===== src/rtl/execute_hazard_unit.sv =====
// execute_hazard_unit: ALU operand forwarding, load-use stall/bubble and memory-wait freeze for the execute stage.
// Latency: every output is combinational from the inputs and the MEM/WB shadow registers; the shadows advance one stage per edge.
// Backpressure: while the MEM-stage access is not ready, freeze_o holds every pipeline register and both shadow stages.
// Ports: clk_i/reset_i (synchronous, active-high); id_src*_{addr,valid}_i are the decode sources;
//   ex_*_i are the ID/EX register outputs; mem_ready_i is the data memory handshake;
//   fwd_sel_{1,2}_o (00 reg file, 01 MEM, 10 WB), stall_o, id_ex_flush_o, freeze_o.
// Optional HAZARD_STATS_EN adds load_use_count_o / mem_wait_count_o (saturating).
module execute_hazard_unit #(
  parameter int ADDR_WIDTH = 4,
  parameter int PC_ADDR    = 15,
  parameter int STAT_WIDTH = 16
) (
  input  logic                  clk_i,
  input  logic                  reset_i,
  input  logic [ADDR_WIDTH-1:0] id_src1_addr_i,
  input  logic                  id_src1_valid_i,
  input  logic [ADDR_WIDTH-1:0] id_src2_addr_i,
  input  logic                  id_src2_valid_i,
  input  logic [ADDR_WIDTH-1:0] ex_src1_addr_i,
  input  logic [ADDR_WIDTH-1:0] ex_src2_addr_i,
  input  logic [ADDR_WIDTH-1:0] ex_dest_addr_i,
  input  logic                  ex_reg_write_i,
  input  logic                  ex_mem_read_i,
  input  logic                  ex_mem_write_i,
  input  logic                  mem_ready_i,
  output logic [1:0]            fwd_sel_1_o,
  output logic [1:0]            fwd_sel_2_o,
  output logic                  stall_o,
  output logic                  id_ex_flush_o,
  output logic                  freeze_o
`ifdef HAZARD_STATS_EN
  ,
  output logic [STAT_WIDTH-1:0] load_use_count_o,
  output logic [STAT_WIDTH-1:0] mem_wait_count_o
`endif
);

  localparam logic [ADDR_WIDTH-1:0] PC_REG = ADDR_WIDTH'(PC_ADDR);

  typedef enum logic {RUN, MEM_WAIT} state_t;
  state_t state;

  // Shadow copies of the destination/write info for the MEM and WB stages.
  logic [ADDR_WIDTH-1:0] mem_dest, wb_dest;
  logic                  mem_wr, mem_rd, mem_st, wb_wr;

  logic freeze, load_use;

  // Freeze depends only on the MEM shadow, so it is independent of the state
  // register; the FSM just tracks whether a wait is in progress. Reset masks
  // everything so outputs are quiet while reset is held.
  always_comb begin
    freeze   = 1'b0;
    load_use = 1'b0;
    if (!reset_i) begin
      freeze   = (mem_rd | mem_st) & ~mem_ready_i;
      load_use = ~freeze & ex_mem_read_i & ex_reg_write_i & (ex_dest_addr_i != PC_REG) &
                 (((ex_dest_addr_i == id_src1_addr_i) & id_src1_valid_i) |
                  ((ex_dest_addr_i == id_src2_addr_i) & id_src2_valid_i));
    end
  end

  assign freeze_o      = freeze;
  assign stall_o       = freeze | load_use;
  assign id_ex_flush_o = load_use;

  // MEM beats WB; a load sitting in MEM has no data yet, so it never forwards.
  always_comb begin
    fwd_sel_1_o = 2'b00;
    fwd_sel_2_o = 2'b00;
    if (!reset_i) begin
      if (ex_src1_addr_i != PC_REG) begin
        if (mem_wr && !mem_rd && mem_dest == ex_src1_addr_i) fwd_sel_1_o = 2'b01;
        else if (wb_wr && wb_dest == ex_src1_addr_i)         fwd_sel_1_o = 2'b10;
      end
      if (ex_src2_addr_i != PC_REG) begin
        if (mem_wr && !mem_rd && mem_dest == ex_src2_addr_i) fwd_sel_2_o = 2'b01;
        else if (wb_wr && wb_dest == ex_src2_addr_i)         fwd_sel_2_o = 2'b10;
      end
    end
  end

  always_ff @(posedge clk_i) begin
    if (reset_i) begin
      state    <= RUN;
      mem_dest <= '0;
      mem_wr   <= 1'b0;
      mem_rd   <= 1'b0;
      mem_st   <= 1'b0;
      wb_dest  <= '0;
      wb_wr    <= 1'b0;
    end else begin
      case (state)
        RUN:      if ((mem_rd | mem_st) && !mem_ready_i) state <= MEM_WAIT;
        MEM_WAIT: if (mem_ready_i) state <= RUN;
        default:  state <= RUN;
      endcase
      if (!freeze) begin
        mem_dest <= ex_dest_addr_i;
        mem_wr   <= ex_reg_write_i;
        mem_rd   <= ex_mem_read_i;
        mem_st   <= ex_mem_write_i;
        wb_dest  <= mem_dest;
        wb_wr    <= mem_wr;
      end
    end
  end

`ifdef HAZARD_STATS_EN
  always_ff @(posedge clk_i) begin
    if (reset_i) begin
      load_use_count_o <= '0;
      mem_wait_count_o <= '0;
    end else begin
      if (load_use && load_use_count_o != '1) load_use_count_o <= load_use_count_o + 1'b1;
      if (freeze && mem_wait_count_o != '1)   mem_wait_count_o <= mem_wait_count_o + 1'b1;
    end
  end
`endif

endmodule


===== config.mk =====
export PLATFORM = sky130hd
export DESIGN_NAME = execute_hazard_unit
export DESIGN_NICKNAME = d
export VERILOG_FILES = /design/src/rtl/execute_hazard_unit.sv
export SDC_FILE = /design/constraint.sdc
export NUM_CORES = 1
export LEC_CHECK = 0
export ABC_AREA = 1
export BUFFER_PORTS_ARGS = -buffer_cell sky130_fd_sc_hd__buf_4
export CAP_MARGIN = 15
export CORE_ASPECT_RATIO = 1.4
export CORE_MARGIN = 3
export CORE_UTILIZATION = 48
export DETAILED_ROUTE_END_ITERATION = 7
export PLACE_DENSITY = 0.75
export SLEW_MARGIN = 10
export SYNTH_ARGS = -nofsm -noshare
export SYNTH_HDL_FRONTEND = slang
export SYNTH_SLANG_ARGS = --single-unit
export TNS_END_PERCENT = 50

===== constraint.sdc =====
create_clock -name clk_i -period 1.4 [get_ports clk_i]
set_input_delay 0.28 -clock clk_i [delete_from_list [all_inputs] [get_ports clk_i]]
set_output_delay 0.28 -clock clk_i [all_outputs]
set_load 0.02 [all_outputs]

==> results_dict.tcl <==
set metrics [dict create \
    grt_overflow 0 \
    yosysTopAreaCell "dfxtp_1" \
    synth-simple-area-share_pct 39.6 \
    wl_um 2500 \
    critPathRequiredTime_ns 1.12 \
    syn_nets 186 \
    cts-root-buf "clkbuf_4" \
    critPathCaptureType "output pin" \
    initial_utilization_pct 51.5 \
    drv_cap 0 \
    coreArea_um2 1800 \
    fp.dieH_um 58.0 \
    pre_cts_ws_ns -0.0175 \
    max_freq_mhz 635 \
    final_cell_area_um2 1350 \
    relSlewSlack_pct 82.7 \
    cts_tree "yes" \
    synth_area_per_cell_um2 5.88 \
    power.density_nw_per_um2 684 \
    fin_worst_skew_ns 0.00901 \
    maxSlewViolCount 0 \
    synthMuxAreaShare_pct 0 \
    setup_viol 7 \
    synth_top_family_by_area "simple AND/OR/NAND/NOR gates" \
    synth_xor_area_share_pct 8.49 \
    period_share_pct 113 \
    violations "setup timing" \
    cp_common_cell "nor2_1" \
    first_pass_iters 4 \
    cts.sinks 12 \
    synth_fa_ha_area_share_pct 0 \
    clockBufferDepth 2 \
    wl_per_cell_um 11.2 \
    grtUsageTotal_pct 22.1 \
    numPortBuffers 34 \
    synth_cell_types 22 \
    drive_gt1_share_pct 36.1 \
    status "finished with violations" \
    drc 0 \
    critPathSlowestCell "dfxtp_2" \
    synth-seq-cells 12 \
    path_max_fanout 3 \
    ir_drop_v 0.000513 \
    cp-start-kind "flop" \
    cts_buffers 3 \
    leakage_nw 0.730 \
    fin_nets 232 \
    final_hold_viol_count 0 \
    rows 18 \
    p_total_mw 0.920 \
    drtIter0Drc 9 \
    die_area_um2 2510 \
    setup_slack_ns -0.176 \
    route.vias.total 1122 \
    hp-class "input port to flop" \
    grt_first_pass_wirelength_um 4320 \
    path_cells "inv_1, nand2_1, nor2_2, nand3_2, nor2_1, nor2_1, buf_4" \
    synth-compound-area-share_pct 13.7 \
    period_needed_ns 1.58 \
    synthTopCellsByArea "dfxtp_1, nand2_1, nor2_1" \
    worstMarginPinSlew_ns 0.258 \
    ys_warn_count 0 \
    grt_max_degree 14 \
    place_area_um2 1240 \
    synth_cells 158 \
    clkLatencyLatePin_ns 0.27 \
    crit_type "flop to output pin" \
    critPathArrivalTime_ns 1.30 \
    crit_path_max_incr_delay_ns 0.34 \
    min_path_cells 2 \
    rsz0062_at_grt "true" \
    r2r_cells 6 \
    cts.reportedPaths.clkPinSlew_ns 0.07 \
    htreeDepth 1 \
    areaGrowthSynthToFinish_pct 44.9 \
    antenna_cells 0 \
    dp_hpwl_um 2060 \
    gp_congestion 0.828 \
    fp.dieW_um 43.2 \
    grt_pass1_vias 1107 \
    ios 35 \
    synth-seq-area-share_pct 25.9 \
    vias_per_cell 5.05 \
    synthDominantCellAreaShare_pct 25.9 \
    finish.utilization_pct 74.7 \
    synth_area_um2 928 \
    antenna_found_initial 0 \
    postRouteAntennaNets 0 \
]
## metrics by stage
| step | instances | setup TNS [ns] | hold slack, ns |
|---|---|---|---|
| floorplan | 158 | -0.00523 | 0.349 |
| global route | 222 | -1.52 | 0.190 |
| detailed placement | 216 | -0.0537 | 0.480 |
| global placement | 216 | -0.0395 | 0.476 |
| finish | 222 | -1.08 | 0.185 |
| CTS | 219 | -1.14 | 0.190 |
## worst max-delay path, delay by kind of cell (launching register included)
| family | cells | cell delay [ns] |
|---|---|---|
| AND/OR/NAND/NOR | 5 | 0.46 |
| buffers and inverters | 2 | 0.23 |
| flip-flops | 1 | 0.34 |
## power by group
group | leakage, nW | total [mW] | switching, mW | internal [mW]
Sequential | 0.103 | 0.404 | 0.0313 | 0.373
Combinational | 0.613 | 0.316 | 0.158 | 0.159
Clock | 0.0138 | 0.200 | 0.101 | 0.0993
## area by class of cell
class                   count  area, um^2
fillers                   164         457
inverters                  26        97.6
well taps                  20        25.0
flip-flops and latches     12         256
clock buffers               3        22.5
repair buffers             43         338
multi-input cells         118         606
## sequential cells by signal (all words and copies together), names as in the netlist
| name | flops |
|---|---|
| mem_dest | 4 |
| mem_wr | 1 |
| mem_rd | 1 |
| wb_wr | 1 |
| mem_st | 1 |
| wb_dest | 4 |
## path summary, 6_finish.rpt
path                start        endpoint  slack, ns
setup / recovery   mem_rd  fwd_sel_2_o[1]      -0.18
hold / removal    reset_i          mem_st       0.19
setup reg to reg   mem_rd      wb_dest[2]       0.20
hold reg to reg    mem_st          mem_st       0.50
## cell families (layout without fill, tap and decap cells)
kind of cell    Yosys count  count (layout)
simple gates             87              87
buf+inv                  28              72
compound gates           22              22
flops                    12              12
xor+xnor                  9               9
## cell usage in the layout, fill, tap and decap left out, types with 2 or more instances in the layout
master    netlist  layout
nand3_1         5       3
nand2_1        44      43
buf_4           0      39
inv_2           2       4
xnor2_1         4       4
dfxtp_2         0       7
a21oi_1         9       8
nand3_2         0       2
nand2_2         1       2
nor2_1         25      24
o21ai_0        10       9
inv_1          24      22
nor3_2          1       3
buf_6           1       4
nand4_1         2       2
xor2_1          5       5
dfxtp_1        12       3
nor3_1          5       3
dfxtp_4         0       2
clkbuf_4        0       3
## timing repair
action	CTS	global route
endpoints found under the setup margin	7	7
gates cloned	0	0
setup buffers	0	3
pin swaps	7	7
gates resized for setup	14	11
hold buffers	0	0
## cells in the mapped netlist
master / instances
nand3_1: 5
nand2_2: 1
nor3_1: 5
o211ai_1: 1
buf_6: 1
xor2_1: 5
a21oi_1: 9
inv_1: 24
nand2_1: 44
xnor2_1: 4
nor2_1: 25
o21ai_2: 1
or2_2: 2
clkbuf_2: 1
nor3_2: 1
o21ai_4: 1
nand2_4: 1
dfxtp_1: 12
or2_1: 1
nand4_1: 2
inv_2: 2
o21ai_0: 10
## metal layers
metal / wire length (um) / track usage [%]
met4: 48 / 10.3
met2: 1400 / 43.3
met5: 0 / 0
met1: 928 / 22.8
met3: 117 / 1.55
(Power assumes the default switching activity.)
